===== config.mk =====
export PLATFORM = sky130hd
export DESIGN_NAME = id_ex_pipe_reg
export DESIGN_NICKNAME = d
export VERILOG_FILES = /design/src/rtl/id_ex_pipe_reg.sv
export SDC_FILE = /design/constraint.sdc
export NUM_CORES = 1
export LEC_CHECK = 0
export CAP_MARGIN = 20
export CORE_ASPECT_RATIO = 1.5
export CORE_MARGIN = 8
export CORE_UTILIZATION = 43
export CTS_BUF_LIST = sky130_fd_sc_hd__clkbuf_8 sky130_fd_sc_hd__clkbuf_16
export DETAILED_ROUTE_END_ITERATION = 10
export PLACE_DENSITY = 0.86
export SETUP_SLACK_MARGIN = 0.2
export SYNTH_ARGS = -nofsm -noshare
export SYNTH_HDL_FRONTEND = slang
export SYNTH_SLANG_ARGS = --single-unit
export TNS_END_PERCENT = 20

===== constraint.sdc =====
create_clock -name Clk -period 3.5 [get_ports Clk]
set_input_delay 0.7 -clock Clk [delete_from_list [all_inputs] [get_ports Clk]]
set_output_delay 0.7 -clock Clk [all_outputs]
set_load 0.05 [all_outputs]

===== src/rtl/id_ex_pipe_reg.sv =====
// ID/EX pipeline register with load-use hazard detection and a saturating bubble counter.
// Bubbles clear ex_valid/ex_ctl/ex_rt, so a load-use stall can never hold itself for a second cycle.
module id_ex_pipe_reg #(
    parameter int DW     = 32,
    parameter int RW     = 5,
    parameter int ALUOPW = 4,
    parameter int CNTW   = 16
) (
    input  logic              Clk,
    input  logic              Rst_n,
    input  logic              id_valid,
    input  logic [DW-1:0]     id_pc4,
    input  logic [DW-1:0]     id_rd1,
    input  logic [DW-1:0]     id_rd2,
    input  logic [DW-1:0]     id_imm,
    input  logic [RW-1:0]     id_rs,
    input  logic [RW-1:0]     id_rt,
    input  logic [RW-1:0]     id_rd,
    input  logic              id_uses_rt,
    input  logic [9:0]        id_ctl,
    input  logic [ALUOPW-1:0] id_aluop,
    input  logic              flush,
    input  logic              ex_stall,
    output logic              ex_valid,
    output logic [DW-1:0]     ex_pc4,
    output logic [DW-1:0]     ex_rd1,
    output logic [DW-1:0]     ex_rd2,
    output logic [DW-1:0]     ex_imm,
    output logic [RW-1:0]     ex_rs,
    output logic [RW-1:0]     ex_rt,
    output logic [RW-1:0]     ex_rd,
    output logic              ex_uses_rt,
    output logic [9:0]        ex_ctl,
    output logic [ALUOPW-1:0] ex_aluop,
    output logic              hazard_stall,
    output logic [CNTW-1:0]   bubble_cnt
);

    // id_ctl = {reg_write,mem_read,mem_write,mem_to_reg,alu_src,reg_dst,branch,jump,link,shamt_sel}
    localparam int CTL_MEM_READ = 8;

    logic load_bubble;
    logic cnt_sat;

    always_comb begin
        hazard_stall = ex_valid & ex_ctl[CTL_MEM_READ] & id_valid & (ex_rt != '0) &
                       ((ex_rt == id_rs) | (id_uses_rt & (ex_rt == id_rt)));
    end

    assign load_bubble = flush | hazard_stall;
    assign cnt_sat     = (bubble_cnt == {CNTW{1'b1}});

    always_ff @(posedge Clk or negedge Rst_n) begin
        if (!Rst_n) begin
            ex_valid   <= 1'b0;
            ex_pc4     <= '0;
            ex_rd1     <= '0;
            ex_rd2     <= '0;
            ex_imm     <= '0;
            ex_rs      <= '0;
            ex_rt      <= '0;
            ex_rd      <= '0;
            ex_uses_rt <= 1'b0;
            ex_ctl     <= '0;
            ex_aluop   <= '0;
        end else if (!ex_stall) begin
            if (load_bubble) begin
                ex_valid   <= 1'b0;
                ex_pc4     <= '0;
                ex_rd1     <= '0;
                ex_rd2     <= '0;
                ex_imm     <= '0;
                ex_rs      <= '0;
                ex_rt      <= '0;
                ex_rd      <= '0;
                ex_uses_rt <= 1'b0;
                ex_ctl     <= '0;
                ex_aluop   <= '0;
            end else begin
                ex_valid   <= id_valid;
                ex_pc4     <= id_pc4;
                ex_rd1     <= id_rd1;
                ex_rd2     <= id_rd2;
                ex_imm     <= id_imm;
                ex_rs      <= id_rs;
                ex_rt      <= id_rt;
                ex_rd      <= id_rd;
                ex_uses_rt <= id_uses_rt;
                ex_ctl     <= id_valid ? id_ctl : 10'd0;
                ex_aluop   <= id_aluop;
            end
        end
    end

    // A flush in the same cycle as a hazard supersedes it, so it is not counted.
    always_ff @(posedge Clk or negedge Rst_n) begin
        if (!Rst_n) begin
            bubble_cnt <= '0;
        end else if (!ex_stall && !flush && hazard_stall && !cnt_sat) begin
            bubble_cnt <= bubble_cnt + CNTW'(1);
        end
    end

endmodule


==> results of run 1 <==
flip-flops by register name, summed over array words and instances (netlist names):
signal      flops
ex_rd1         32
ex_pc4         32
ex_ctl         10
ex_imm         32
ex_rd2         32
ex_aluop        4
ex_valid        1
ex_rs           5
ex_uses_rt      1
ex_rd           5
ex_rt           5
bubble_cnt     16
layout make-up:
cell class              instances  area [µm²]  area share (%)
flip-flops and latches        175        4380            41.0
repair buffers                345        3490            32.7
multi-input cells             245        1990            18.7
clock buffers                  18         439            4.11
well taps                     199         249            2.33
clock inverters                14         118            1.10
inverters                       2        7.51          0.0703
how the worst min path moves through the flow:
stage                     cells past startpoint            end  slack (ns)
final                                         1     ex_rd1[29]        0.27
after global routing                          1     ex_rd1[30]        0.30
after CTS                                     1     ex_rd1[29]        0.28
after detailed placement                      1      ex_ctl[6]        0.48
after global placement                        1      ex_ctl[6]        0.47
after floorplan                               0  bubble_cnt[0]        0.40
per-stage QoR:
stage / setup WS [ns] / util (%) / area, µm² / cells
detailed placement: 0.577 / 67.5 / 10100 / 966
finish: 0.551 / 71.2 / 10700 / 998
global placement: 0.625 / 67.5 / 10100 / 966
global route: 0.486 / 71.2 / 10700 / 998
floorplan: 0.765 / - / 6540 / 459
CTS: 0.577 / 71.2 / 10700 / 998
per-layer routing:
layer	track usage [%]	up-vias	wire, µm
met4	12.7	0	1010
met2	40.6	288	11900
met3	8.36	60	2150
li1	-	2420	-
met5	0	-	0
met1	24.5	2745	8220
placed cells by master, fill, tap and decap left out, types with 3 or more instances in the layout:
cell and n:
buf_12 5, mux2_1 3, and3_1 6, nand4_1 9, a22o_1 149, clkinv_2 5
clkdlybuf4s50_1 335, buf_4 4, and4_1 3, a32o_1 10, xnor2_1 21, nand3_1 11
nor2_1 8, nand2_1 7, nor3_1 4, clkbuf_16 17, clkinv_4 3, dfrtp_1 175
power groups by stage:
stage | logic, W | registers (W) | clock network, W
6_report | 0.00129 | 0.00226 | 0.00178
5_1_grt | 0.00134 | 0.00227 | 0.00190
4_1_cts | 0.00130 | 0.00226 | 0.00182
3_5_place_dp | 0.00130 | 0.00229 | 0
3_3_place_gp | 0.00127 | 0.00228 | 0
2_1_floorplan | 0.000201 | 0.00277 | 0
logic make-up after synthesis:
| logic type | after synthesis | synth area share, % |
|---|---|---|
| simple gates | 54 | 4.48 |
| flops | 175 | 67.0 |
| compound gates | 166 | 22.4 |
| xor+xnor | 21 | 2.81 |
| buf+inv | 39 | 2.64 |
| mux | 3 | 0.517 |
| fa+ha+maj | 1 | 0.191 |
==> results.json, run 1 <==
{
  "outcome": "completed",
  "place.detailed.hpwl_um": 17300,
  "hp-class": "primary input to asynchronous set/reset pin",
  "critical_path_class": "primary input to primary output",
  "yosysWarningCount": 0,
  "cpLargestDelayFamily": "buffers and inverters",
  "die_x_um": 117,
  "clock_tree.htree_level_count": 4,
  "power_frac_clock_pct": 33.4,
  "cp-start-kind": "primary input",
  "vias": 5513,
  "final.min_clock_period_ns": 2.95,
  "total_leakage_power_nw": 4.67,
  "largest_net_degree_at_the_start_of_global_routing": 125,
  "root_buffer_selected_by_cts": "clkbuf_16",
  "tritoncts_clock_tree": "built",
  "relSlewSlack_pct": 59.3,
  "areaGrowthSynthToFinish_pct": 63.4,
  "fmax_mhz": 339,
  "avgRoutedWirePerCell_um": 23.4,
  "regToRegStartpoint": "ex_rt[1]",
  "number_of_buffers_inserted_by_post_cts_setup_repair": 0,
  "finalSetupTns_ns": 0,
  "top_level_ports": 339,
  "floorplan.die.height_um": 167,
  "core_um2": 15000,
  "skew_ns": 0.0120,
  "cts_inserted_buffers": 17,
  "gp_routability_congestion": 0.882,
  "crit_path_top_delay_cell": "clkdlybuf4s50_1",
  "tritoncts_num_sinks": 175,
  "arrival_ns": 2.25,
  "postCtsResizedCells": 0,
  "wirelength_um": 23300,
  "layout.filler_cells": 1019,
  "count_of_standard_cell_rows": 55,
  "maxCapViolCount": 0,
  "yosysUniqueCellTypes": 30,
  "syn_avg_cell_area_um2": 14.2,
  "gr-total-overflow": 0,
  "synth_flop_cell": "dfrtp_1",
  "rsz0062_at_grt": "no",
  "hold_viol_final": 0,
  "die-area_um2": 19500,
  "share_comb_of_total_power_pct": 24.2,
  "clkSlewWorstSetupHoldPaths_ns": 0.07,
  "drive_gt1_share_pct": 5.63,
  "first_pass_grt_wire_length_um": 35100,
  "rrSetupSlack_ns": 1.13,
  "finalSetupViolations": 0,
  "worstMarginPinSlew_ns": 0.610,
  "number_of_flip_flops_and_latches_in_the_synthesized_netlist": 175,
  "clock_insertion_delay_worst_skew_ns": 0.42,
  "postSynth.asyncResetShare_pct": 100,
  "cp-end-kind": "primary output",
  "timing_max_transition_violations_final": 0,
  "seq_power_share_pct": 42.4,
  "cp_data_required_time_ns": 2.80,
  "sw_frac_of_total_pct": 31.1,
  "reg2reg_to": "ex_ctl[3]",
  "track_usage_pct": 23.7,
  "antenna_cells": 0,
  "worst_r2r_path_depth": 6,
  "postCtsHoldBufs": 0,
  "worstPathCellList": "clkdlybuf4s50_1, and3_1, o21ai_2, inv_2, and2_1, buf_12",
  "synth_enable_flop_cells": 0,
  "antenna_found_initial": 0,
  "drt-pass1-iter-count": 4,
  "cp.buffers_inverters": 3,
  "clk_path_buf_depth": 2,
  "max-vdd-ir-drop_v": 0.000275,
  "timing.critical_path.from": "id_valid",
  "post_synth_most_frequent_cells": "175 x dfrtp_1, 149 x a22o_1, 21 x xnor2_1",
  "final_net_count": 950,
  "yosysSeqAreaShare_pct": 67.0,
  "syn-num-nets": 623,
  "yosys.area.top_type_share_pct": 67.0,
  "route.detailed.drc": 0,
  "post-synth-top-count-cell": "dfrtp_1",
  "netlist.top_cell.by_area": "dfrtp_1",
  "route.detailed.vias_per_inst": 5.52,
  "slowest_delay_ns": 0.64,
  "critical_path.max_fanout": 12,
  "total_power_w": 0.00533,
  "synth.cell_area_um2": 6540,
  "drt-initial-drc-count": 335,
  "worst_hold_slack_ns": 0.269,
  "final_min_period_over_clock_period_pct": 84.3,
  "ant_nets": 0,
  "count_of_port_buffers_added_during_placement": 338,
  "worstSetupPathDepth": 6,
  "initial_core_util_pct": 43.6,
  "number_of_global_route_vias_before_repair": 6088,
  "synth.top_cells.by_area": "dfrtp_1 67%, a22o_1 20%, xnor2_1 2.8%",
  "net-switching-power_w": 0.00166,
  "critPathCapture": "hazard_stall",
  "power_density_nw_per_um2": 499,
  "synth_cells": 459,
  "p_int_w": 0.00367
}
Note: power is estimated with default switching activity, not from simulation.
==> run 2, diff against run 1 <==
--- a/config.mk
+++ b/config.mk
@@ -8,10 +8,10 @@
 export CAP_MARGIN = 20
 export CORE_ASPECT_RATIO = 1.5
 export CORE_MARGIN = 8
-export CORE_UTILIZATION = 43
+export CORE_UTILIZATION = 40
 export CTS_BUF_LIST = sky130_fd_sc_hd__clkbuf_8 sky130_fd_sc_hd__clkbuf_16
 export DETAILED_ROUTE_END_ITERATION = 10
-export PLACE_DENSITY = 0.86
+export PLACE_DENSITY = 0.81
 export SETUP_SLACK_MARGIN = 0.2
 export SYNTH_ARGS = -nofsm -noshare
 export SYNTH_HDL_FRONTEND = slang
==> constraint.sdc (replaced) <==
create_clock -name Clk -period 3 [get_ports Clk]
set_input_delay 0.6 -clock Clk [delete_from_list [all_inputs] [get_ports Clk]]
set_output_delay 0.6 -clock Clk [all_outputs]
set_load 0.05 [all_outputs]
==> results.json, run 2 (synthesized netlist as in run 1, its figures left out) <==
{
  "max-vdd-ir-drop_v": 0.000323,
  "dpl-instance-area_um2": 10100,
  "mostFrequentLayoutCell": "clkdlybuf4s50_1",
  "clock_insertion_delay_worst_skew_ns": 0.42,
  "cp-start-kind": "flop",
  "avgRoutedWirePerCell_um": 22.3,
  "drt-pass1-iter-count": 4,
  "track_usage_pct": 21.3,
  "count_of_port_buffers_added_during_placement": 338,
  "number_of_global_route_vias_before_repair": 5877,
  "gr-total-overflow": 0,
  "first_pass_grt_wire_length_um": 34500,
  "route.detailed.drc": 0,
  "timing_max_transition_violations_final": 0,
  "floorplan.die.height_um": 173,
  "tritoncts_num_sinks": 175,
  "critical_path_class": "flop to primary output",
  "layout.filler_cells": 1186,
  "clock_tree.htree_level_count": 4,
  "gp_routability_congestion": 0.818,
  "clk_path_buf_depth": 2,
  "cts_inserted_buffers": 17,
  "fmax_mhz": 369,
  "core_um2": 16100,
  "hold_viol_final": 0,
  "die-area_um2": 20800,
  "maxCapViolCount": 0,
  "die_x_um": 120,
  "vias": 5418,
  "final_net_count": 956,
  "drive_gt1_share_pct": 6.09,
  "postLayoutCoreUtil_pct": 66.5,
  "total_power_w": 0.00620,
  "areaGrowthSynthToFinish_pct": 63.9,
  "count_of_standard_cell_rows": 57,
  "arrival_ns": 2.11,
  "final_min_period_over_clock_period_pct": 90.4,
  "root_buffer_selected_by_cts": "clkbuf_16",
  "top_level_ports": 339,
  "critical_path.max_fanout": 5,
  "worst_hold_slack_ns": 0.171,
  "relSlewSlack_pct": 54.8,
  "largest_net_degree_at_the_start_of_global_routing": 93,
  "hp-class": "primary input to asynchronous set/reset pin",
  "layout.cells.most_common_list": "335 x clkdlybuf4s50_1, 175 x dfrtp_1, 149 x a22o_1",
  "antenna_found_initial": 0,
  "total_leakage_power_nw": 4.68,
  "outcome": "completed",
  "rsz0062_at_grt": "no",
  "power_density_nw_per_um2": 578,
  "initial_core_util_pct": 40.6,
  "skew_ns": 0.0137,
  "ant_nets": 0,
  "route.detailed.vias_per_inst": 5.36,
  "postLayoutCellArea_um2": 10700,
  "finalSetupViolations": 0,
  "final.min_clock_period_ns": 2.71,
  "wirelength_um": 22600,
  "cp-end-kind": "primary output",
  "drt-initial-drc-count": 358,
  "postCtsHoldBufs": 0,
  "finalSetupTns_ns": 0,
  "antenna_cells": 0,
  "clkSlewWorstSetupHoldPaths_ns": 0.07,
  "tritoncts_clock_tree": "built",
  "worstMarginPinSlew_ns": 0.678,
  "cp_data_required_time_ns": 2.40,
  "place.detailed.hpwl_um": 17000
}
-- run 2: cell types whose count changed in the layout (fill, tap and decap cells not counted), sizes merged --
| cell | before | now |
|---|---|---|
| inv | 5 | 7 |
| clkinvlp | 2 | 4 |
| clkinv | 8 | 4 |
| buf | 10 | 16 |
-- run 2: final timing paths --
path	from	to	slack, ns	depth (start not counted)
worst max-delay path	ex_rt[1]	hazard_stall	0.29	5
worst min-delay path	Rst_n	ex_pc4[31]	0.17	1
worst max register to register	ex_rt[1]	ex_ctl[2]	0.52	6
worst min register to register	ex_ctl[7]	ex_ctl[7]	0.49	1
max in group asynchronous	Rst_n	ex_rd2[27]	2.06	2
min in group Clk	ex_ctl[7]	ex_ctl[7]	0.49	1
-- run 2: critical path, cell delays in order, from the launching register on --
cell and delay [ns]:
dfrtp_1 0.46, or4_1 0.60, o21ai_4 0.21, inv_2 0.07, and2_1 0.19, buf_12 0.15
-- run 2: report_power, final --
part / total, W / switching, W / leakage (nW) / internal, W
Clock: 0.00207 / 0.000907 / 0.273 / 0.00116
Combinational: 0.00150 / 0.000900 / 2.11 / 0.000600
Sequential: 0.00263 / 0.000108 / 2.30 / 0.00252
-- run 2: timing repair --
item	4_1_cts	5_1_grt
setup endpoints to repair	1	1
setup buffers	0	2
pin swaps	0	1
resized for setup	1	0
-- run 2: routing by layer --
metal	vias to the layer above	global-route usage, %	share of wire, %
met2	267	35.6	50
met1	2677	23.4	37
met5	-	0	0
met3	50	7.89	8.9
li1	2424	-	-
met4	0	10.2	3.5
-- run 2: metrics by stage --
step	setup WS [ns]	std cells
2_1_floorplan	0.365	459
3_3_place_gp	0.413	977
3_5_place_dp	0.339	977
4_1_cts	0.211	1009
5_1_grt	0.206	1011
6_report	0.289	1011
-- run 2: cell type report --
cell class,instances,area [µm²],share of cell area [%]
Clock buffer,18,439,4.10
Inverter,2,7.51,0.0700
Tap cell,206,258,2.40
Multi-Input combinational cell,245,2000,18.7
Clock inverter,14,120,1.12
Timing Repair Buffer,351,3510,32.8
Sequential cell,175,4380,40.8
